### src/rtl/hs_core_pkg.sv
// Shared definitions for ap_ctrl-style arithmetic cores: one-hot FSM states,
// working_key bit positions and the handshake signal ordering.
package hs_core_pkg;

    typedef enum logic [2:0] {
        ST_IDLE = 3'b001,
        ST_ITER = 3'b010,
        ST_DONE = 3'b100
    } state_t;

    localparam int unsigned KEY_NOCLR = 3;
    localparam int unsigned KEY_HALF  = 4;
    localparam int unsigned KEY_DROP  = 5;

    // Canonical bit order when ap_ctrl handshake signals are bundled.
    typedef struct packed {
        logic start;
        logic done;
        logic idle;
        logic ready;
    } ap_ctrl_t;

endpackage

### src/rtl/hs_seq_mul64_mul_step.sv
// One shift-add multiply iteration: conditionally accumulate the multiplicand,
// then advance multiplicand left and multiplier right.
module mul_step
    import hs_core_pkg::*;
#(
    parameter int unsigned WIDTH = 64
) (
    input  logic [WIDTH-1:0] acc_i,
    input  logic [WIDTH-1:0] mcand_i,
    input  logic [WIDTH-1:0] mplier_i,
    output logic [WIDTH-1:0] acc_o,
    output logic [WIDTH-1:0] mcand_o,
    output logic [WIDTH-1:0] mplier_o
);

    always_comb begin
        acc_o    = acc_i + (mplier_i[0] ? mcand_i : '0);
        mcand_o  = mcand_i << 1;
        mplier_o = mplier_i >> 1;
    end

endmodule

### src/rtl/hs_seq_mul64.sv
// Iterative unsigned shift-add multiplier behind an ap_start/ap_done/ap_idle/ap_ready
// handshake; returns the low WIDTH bits of a*b with fixed latency.
module hs_seq_mul64
    import hs_core_pkg::*;
#(
    parameter  int unsigned WIDTH = 64,
    localparam int unsigned CNT_W = $clog2(WIDTH)
) (
    input  logic             ap_clk,
    input  logic             ap_rst,
    input  logic             ap_start,
    output logic             ap_done,
    output logic             ap_idle,
    output logic             ap_ready,
    input  logic [WIDTH-1:0] a,
    input  logic [WIDTH-1:0] b,
    output logic [WIDTH-1:0] ap_return,
    input  logic [31:0]      working_key
);

    state_t           state_q, state_d;
    logic [WIDTH-1:0] mcand_q, mcand_d;
    logic [WIDTH-1:0] mplier_q, mplier_d;
    logic [WIDTH-1:0] acc_q, acc_d;
    logic [WIDTH-1:0] ret_q, ret_d;
    logic [CNT_W-1:0] cnt_q, cnt_d;

    logic [WIDTH-1:0] step_acc, step_mcand, step_mplier;
    logic [CNT_W-1:0] last_cnt;
    logic             unused_key_bits;

    assign unused_key_bits = ^{working_key[31:6], working_key[2:0]};

    mul_step #(.WIDTH(WIDTH)) u_step (
        .acc_i    (acc_q),
        .mcand_i  (mcand_q),
        .mplier_i (mplier_q),
        .acc_o    (step_acc),
        .mcand_o  (step_mcand),
        .mplier_o (step_mplier)
    );

    assign last_cnt  = working_key[KEY_HALF] ? CNT_W'(WIDTH / 2 - 1) : CNT_W'(WIDTH - 1);
    assign ap_done   = (state_q == ST_DONE);
    assign ap_ready  = ap_done;
    assign ap_idle   = (state_q == ST_IDLE) & ~ap_start;
    assign ap_return = ret_q;

    always_comb begin
        state_d  = state_q;
        mcand_d  = mcand_q;
        mplier_d = mplier_q;
        acc_d    = acc_q;
        cnt_d    = cnt_q;
        ret_d    = ret_q;
        case (state_q)
            ST_IDLE: begin
                if (ap_start) begin
                    mcand_d  = a;
                    mplier_d = b;
                    cnt_d    = '0;
                    if (!working_key[KEY_NOCLR]) acc_d = '0;
                    state_d  = ST_ITER;
                end
            end
            ST_ITER: begin
                acc_d    = step_acc;
                mcand_d  = step_mcand;
                mplier_d = step_mplier;
                cnt_d    = cnt_q + CNT_W'(1);
                if (cnt_q == last_cnt) begin
                    // Drop mode returns the accumulator before the final addend.
                    ret_d   = working_key[KEY_DROP] ? acc_q : step_acc;
                    state_d = ST_DONE;
                end
            end
            ST_DONE: state_d = ST_IDLE;
            default: state_d = ST_IDLE;
        endcase
    end

    always_ff @(posedge ap_clk) begin
        if (ap_rst) begin
            state_q  <= ST_IDLE;
            mcand_q  <= '0;
            mplier_q <= '0;
            acc_q    <= '0;
            cnt_q    <= '0;
            ret_q    <= '0;
        end else begin
            state_q  <= state_d;
            mcand_q  <= mcand_d;
            mplier_q <= mplier_d;
            acc_q    <= acc_d;
            cnt_q    <= cnt_d;
            ret_q    <= ret_d;
        end
    end

endmodule

### config.mk
export PLATFORM = sky130hd
export DESIGN_NAME = hs_seq_mul64
export DESIGN_NICKNAME = d
export VERILOG_FILES = /design/src/rtl/hs_core_pkg.sv /design/src/rtl/hs_seq_mul64_mul_step.sv /design/src/rtl/hs_seq_mul64.sv
export SDC_FILE = /design/constraint.sdc
export NUM_CORES = 1
export LEC_CHECK = 0
export CAP_MARGIN = 20
export CORE_UTILIZATION = 44
export CTS_BUF_LIST = sky130_fd_sc_hd__clkbuf_8
export DETAILED_ROUTE_END_ITERATION = 12
export PLACE_DENSITY = 0.68
export SETUP_SLACK_MARGIN = 0.15
export SLEW_MARGIN = 20
export SYNTH_ARGS = -nofsm -noshare
export SYNTH_HDL_FRONTEND = slang
export SYNTH_SLANG_ARGS = --single-unit
### constraint.sdc
create_clock -name ap_clk -period 4.8 [get_ports ap_clk]
set_input_delay 0.96 -clock ap_clk [delete_from_list [all_inputs] [get_ports ap_clk]]
set_output_delay 0.96 -clock ap_clk [all_outputs]
set_load 0.02 [all_outputs]
==> results of run 1 <==
routing by layer:
| layer | global-route usage | up-vias | part of all wire |
|---|---|---|---|
| met4 | 0.0713 | 0 | 0.022 |
| met5 | 0 | - | 0 |
| li1 | - | 6798 | - |
| met2 | 0.396 | 425 | 0.44 |
| met1 | 0.346 | 6539 | 0.47 |
| met3 | 0.0492 | 62 | 0.068 |
report_power, final:
| part | total [uW] | leakage, uW | internal, uW | switching [uW] |
|---|---|---|---|---|
| registers | 2340 | 0.00216 | 2280 | 56.1 |
| logic | 489 | 0.00408 | 211 | 278 |
| clock network | 2160 | 0.000542 | 1220 | 938 |
| total | 4990 | 0.00678 | 3720 | 1270 |
path summary, 6_finish.rpt:
check	endpoint	slack, ns	cells past startpoint
max	acc_q[60]	0.91	12
min	mplier_q[43]	0.45	2
max reg2reg	acc_q[60]	0.91	12
min reg2reg	mplier_q[43]	0.45	2
registers in the layout, summed over array words and instances, names as in the netlist:
register	flops
cnt_q	6
state_q	3
acc_q	64
mcand_q	64
ap_return	64
mplier_q	64
final cells by class:
class / count / area share
Inverter: 13 / 0.00277
Sequential cell: 265 / 0.301
Clock inverter: 19 / 0.00668
Tap cell: 435 / 0.0309
Timing Repair Buffer: 233 / 0.127
Multi-Input combinational cell: 1377 / 0.482
Clock buffer: 63 / 0.0492
placed cells by master (no fill, tap or decap), drive strengths merged, types with 8 or more instances in the layout:
master,count
dfxtp,265
nand2,239
a21oi,217
clkdlybuf4s50,198
nor2,168
a22oi,132
o21ai,100
and2,66
ha,64
clkbuf,63
buf,35
xnor2,34
a21o,31
mux2i,27
xor2,26
o221ai,26
inv,25
a211oi,23
nor3,20
a22o,19
nand4,18
nand3,17
a31oi,15
o21a,12
or3,11
a311oi,11
nand2b,9
o21bai,9
o211ai,8
kinds of logic (layout without fill, tap and decap cells):
| group | Yosys count | in the layout |
|---|---|---|
| compound gates | 647 | 647 |
| xor+xnor | 60 | 60 |
| fa+ha+maj | 65 | 65 |
| buf+inv | 149 | 328 |
| flops | 265 | 265 |
| mux | 29 | 29 |
| simple gates | 576 | 576 |
stage by stage:
step           utilization  setup slack (ns)  total power [uW]
6_report             0.553             0.915              4990
3_5_place_dp         0.522             0.971              2870
3_3_place_gp         0.522              1.04              2860
2_1_floorplan            -              1.31              2650
4_1_cts              0.553             0.941              5040
5_1_grt              0.553             0.650              5200
critical path, cell delays in order (launching register included):
cell	delay (ns)
dfxtp_1	0.33
buf_4	0.40
and2_1	0.20
ha_1	0.33
a21oi_1	0.20
o21ai_0	0.28
a21o_1	0.29
a221o_1	0.31
a31oi_2	0.36
o221ai_1	0.28
a221oi_1	0.43
xor2_1	0.24
o21ai_0	0.09
cells in the mapped netlist (4+ instances only):
cell type and instances:
dfxtp_1 265, a311oi_1 11, o211ai_1 7, a21boi_0 6
a22o_1 19, o31ai_1 6, nor2b_1 5, clkbuf_1 109
a21oi_1 216, buf_1 11, and2_1 66, inv_1 13
xor2_1 26, o21bai_1 9, a221oi_1 5, a22oi_1 132
nand3_1 17, nand2b_1 9, a211oi_1 22, nand2_1 239
o21a_1 12, nor3_1 19, nor4_1 4, o21ai_0 98
a21o_1 28, mux2i_1 27, nand4_1 17, xnor2_1 34
a31oi_1 13, or3_1 11, ha_1 64, nor2_1 168
o221ai_1 26, clkbuf_8 7
==> metrics, run 1 <==
Skew-Pair Late Insertion Delay between 0.5 and 0.6 ns; H-tree depth 2; syn avg cell area between 8 and 9 sq um; total CTS buffers 46; WL/cell around 18 microns; Post-Synthesis Cells roughly 1800; reg2reg start mplier_q[0]; Synth Area in XOR/XNOR 0.0365; Iter 0 DRT Violations 927; critical path type reg -> reg; first-pass GRT wire length 68.7 mm; Post-synth top flop dfxtp_1; Hold Crit Class reg -> reg; sequential cell area 5310 sq um; Fin Hold WS ~0.45 ns; Setup Fix Bufs, Post-CTS 0; P&R area growth vs syn 22.2%; TritonCTS clock tree built; Synth area leader dfxtp_1; RSZ-0062 raised after global routing no; CP startpoint mplier_q[0]; Startpoint Class flip-flop; total wire length 42.6 mm; area of the multi-input gates 8490 sq um; combinational family with the most area after synthesis compound AO/OA/AOI/OAI gates; Syn Nets a little over 2000; post-synthesis cell type count just under 80; simple-gate share of the synthesized area 0.179; # clock sinks around 270; io pins 230; Synth warnings 0; cell area after layout about 18000 sq um; post-route insts no fill 2405; Die Wd about 180 microns; via count about 14000; Yosys top cell area share 0.368; Core ar. about 32000 sq um; max cap viols 0; FFs w/ async S/R, synth 0; Slew @ Worst Pin 1.06 ns; final critical-path required period ~3.9 ns; port buffer count 200; Final Cycle Share 0.809; Pins Over Slew Limit 0; antenna-violating nets left 0; Final GP Congestion between 0.9 and 1; Remaining DRCs 0; Leak 0.00678 uW; share of layout cells above drive strength 1 0.0706; CTS root buf clkbuf_8; Clock Path Buffers 3; fill count around 3100; top cells by area, synth dfxtp_1 (37%), a21oi_1 (7.5%), a22oi_1 (6.9%), nand2_1 (6.2%), ha_1 (5.6%); dpl hpwl between 20 and 30 mm; number of flops mapped to enable cells by yosys 0; Synth Area in Compound Gates 0.294; n_diodes 0; initial antenna violation count 0; Slew headroom 0.290; Nets between 2000 and 2500; Mapped Area ~14000 sq um; critical path endpoint category flip-flop; post-cts gate resize count 0; CP Data Arrival Time around 4.3 ns; Post-Synth Adder-Cell Area 0.0570; placed instance area ~17000 sq um; Fin. Hold Viols 0; Die ar. 33500 sq um; Final Skew approximately 0.020 ns; vias in the first global route between 10000 and 15000; chip height approximately 180 microns; Reg clk slew, reported paths 0.06 ns; Global Route Usage Sum 0.251; status complete, no violations; Initial Util 0.452; drt first pass iters 7; PwrDens 283 nW/um^2; hold_sp mplier_q[43]; DP Cell Count between 2000 and 2500; Seq/Total Area, Yosys 0.368; grt ovf 0; CP required 5.23 ns; Rows 65; Synth Register Bits between 200 and 300; pin count of the biggest net entering global routing a little under 80; VDD IR max about 220 uV; cts hold-fix bufs 0; post-route setup TNS 0 ns; post-synthesis mux area share 0.0203; Vias/cell between 5 and 6; Crit Path Max Fanout 45; fmax ~260 MHz; Final Setup Violations 0
(Power assumes the default switching activity.)
==> run 2: changes to the inputs <==
Clock period 4.8 ns to 3.68 ns, I/O delays scaled along.
==> run 2 against run 1 <==
  * Sequential cell count unchanged
  * First-iteration DRC count up 19%
  * Clock power up 24%
  * Core utilization up 1.5 points
  * Register-to-register slack worse by 0.72 ns
  * Cell count up 1.0%
  * Combinational power up 34%
  * Total power up 28%
  * Worst setup slack worse by 0.72 ns
  * Sequential power up 31%
==> metrics, run 2 (same netlist as run 1, synthesis figures left out) <==
placed instance area 16800 sq um (was 16600 sq um); status complete, no violations (unchanged); vias in the first global route 13352 (was 13171); Iter 0 DRT Violations 1100 (was 927); Die Wd 183 microns (unchanged); fmax 287 MHz (was 257 MHz); Placement Setup Slack 0.108 ns (was 0.971 ns); total wire length 43.8 mm (was 42.6 mm); reg2reg start mplier_q[0] (unchanged); Pins Over Slew Limit 0 (unchanged); first-pass GRT wire length 69.3 mm (was 68.7 mm); critical path endpoint category flip-flop (unchanged); Nets 2190 (was 2164); PwrDens 353 nW/um^2 (was 283 nW/um^2); R2R cell count 13 (was 12); Initial Util 0.452 (unchanged); io pins 230 (unchanged); CP max-delay cell dfxtp_4 (was a221oi_1); Crit Path Max Fanout 7 (was 45); Final Skew 0.0319 ns (was 0.0196 ns); final critical-path required period 3.49 ns (was 3.89 ns); Final GP Congestion 0.929 (was 0.943); CP Cell Sequence clkbuf_16 > and2_1 > ha_1 > and2_4 > a221oi_4 > a211oi_2 > o211ai_1 > a21oi_2 > o21bai_2 > a21boi_2 > o21a_1 > or3_1 > a32o_1 (was buf_4 > and2_1 > ha_1 > a21oi_1 > o21ai_0 > a21o_1 > a221o_1 > a31oi_2 > o221ai_1 > a221oi_1 > xor2_1 > o21ai_0); Leak 0.00692 uW (was 0.00678 uW); total CTS buffers 46 (unchanged); Slew @ Worst Pin 1.13 ns (was 1.06 ns); Clock Path Buffers 3 (unchanged); CP startpoint mplier_q[0] (unchanged); P&R area growth vs syn 25.6% (was 22.2%); CTS root buf clkbuf_8 (unchanged); CP required 4.15 ns (was 5.23 ns); initial antenna violation count 1 (was 0); chip height 183 microns (unchanged); Fin. Hold Viols 0 (unchanged); critical path type reg -> reg (unchanged); Startpoint Class flip-flop (unchanged); most common cell after layout, fill and taps aside dfxtp_1 (unchanged); cell area after layout 18100 sq um (was 17600 sq um); Critical Path Sink acc_q[43] (was acc_q[60]); FF-to-FF setup slack 0.19 ns (was 0.91 ns); worst reg2reg path endpoint acc_q[43] (was acc_q[60]); grt ovf 0 (unchanged); Final Setup Violations 0 (unchanged); antenna-violating nets left 0 (unchanged); Final Cycle Share 0.948 (was 0.809); # clock sinks 265 (unchanged); share of layout cells above drive strength 1 0.103 (was 0.0706); Vias/cell 5.75 (about the same); H-tree depth 2 (unchanged); Reg clk slew, reported paths 0.06 ns (about the same); most frequent cells in the layout dfxtp_1 (264), nand2_1 (237), a21oi_1 (203) (was dfxtp_1 (265), nand2_1 (239), a21oi_1 (216)); TritonCTS clock tree built (unchanged); RSZ-0062 raised after global routing yes (was no); post-route setup TNS 0 ns (unchanged); VDD IR max 292 uV (was 222 uV); Hold Crit Class in -> reg (was reg -> reg); largest stage delay on the critical path 0.39 ns (was 0.43 ns); Remaining DRCs 0 (unchanged); port buffer count 200 (unchanged); setup ws final 0.191 ns (was 0.915 ns); Core ar. 31900 sq um (unchanged); Die ar. 33500 sq um (unchanged); fill count 3015 (was 3052); Skew-Pair Late Insertion Delay 0.60 ns (was 0.57 ns); drt first pass iters 5 (was 7); Slew headroom 0.245 (was 0.290); pin count of the biggest net entering global routing 142 (was 79); dpl hpwl 29.9 mm (was 29.8 mm); max cap viols 0 (unchanged); Global Route Usage Sum 0.254 (was 0.251); CP Data Arrival Time 3.96 ns (was 4.32 ns); WL/cell 18.0 microns (was 17.7 microns); Rows 65 (unchanged); via count 13960 (was 13824)
run 2: cell types whose count changed in the layout (fill, tap and decap cells not counted), moves of 5 or more:
cell / before / now
o21ai_1: 2 / 10
ha_1: 64 / 52
a21oi_2: 1 / 13
buf_12: 0 / 6
o21ai_0: 98 / 89
ha_2: 0 / 12
a21oi_1: 216 / 203
clkbuf_8: 63 / 58
buf_4: 33 / 49
run 2: timing repair:
action,4_1_cts,5_1_grt
gates cloned,0,2
buffers inserted,1,6
resized for setup,2,66
pin swaps,2,13
setup endpoints to repair,5,40
hold buffers,0,0
run 2: cell type report:
| cell class | instances | area (sq um) | area share |
|---|---|---|---|
| clock buffers | 58 | 798 | 0.0441 |
| well taps | 435 | 544 | 0.0301 |
| multi-input cells | 1377 | 8710 | 0.482 |
| diodes | 1 | 2.50 | 0.000138 |
| flip-flops and latches | 265 | 5310 | 0.293 |
| inverters | 13 | 48.8 | 0.00270 |
| clock inverters | 21 | 115 | 0.00636 |
| repair buffers | 259 | 2560 | 0.142 |
run 2: how the worst min path moves through the flow:
stage | startpoint | end | slack (ns) | depth (start not counted)
after global routing | ap_rst | ap_return[48] | 0.41 | 2
after CTS | ap_rst | ap_return[48] | 0.40 | 2
after detailed placement | mplier_q[17] | mplier_q[17] | 0.45 | 2
final | ap_rst | ap_return[48] | 0.43 | 2
after global placement | ap_return[1] | ap_return[1] | 0.44 | 2
after floorplan | mcand_q[63] | mcand_q[63] | 0.44 | 2
run 2: per-stage QoR:
step / hold slack (ns) / power, uW / std cells / utilization
6_report: 0.428 / 6380 / 2429 / 0.568
3_3_place_gp: 0.442 / 3740 / 2340 / 0.528
2_1_floorplan: 0.437 / 3460 / 1791 / -
4_1_cts: 0.399 / 6430 / 2420 / 0.557
3_5_place_dp: 0.447 / 3750 / 2340 / 0.528
5_1_grt: 0.408 / 6660 / 2429 / 0.568
run 2: routing by layer:
| metal | up-vias | track usage | share of wire |
|---|---|---|---|
| met1 | 6618 | 0.349 | 0.47 |
| met5 | - | 0 | 0 |
| met3 | 74 | 0.0542 | 0.071 |
| li1 | 6837 | - | - |
| met2 | 431 | 0.395 | 0.44 |
| met4 | 0 | 0.0843 | 0.026 |
run 2: worst max-delay path, delay by kind of cell (launching register included):
| family | cells | cell delay, ns |
|---|---|---|
| buffers and inverters | 1 | 0.17 |
| AO/OA/AOI/OAI | 8 | 1.80 |
| flip-flops | 1 | 0.39 |
| adder cells (fa/ha/maj) | 1 | 0.34 |
| AND/OR/NAND/NOR | 3 | 0.64 |
run 2: power breakdown:
| group | leakage [uW] | total (uW) | switching (uW) | internal, uW |
|---|---|---|---|---|
| clock | 0.000525 | 2670 | 1250 | 1430 |
| combinational | 0.00424 | 656 | 365 | 291 |
| sequential | 0.00216 | 3060 | 75.9 | 2980 |
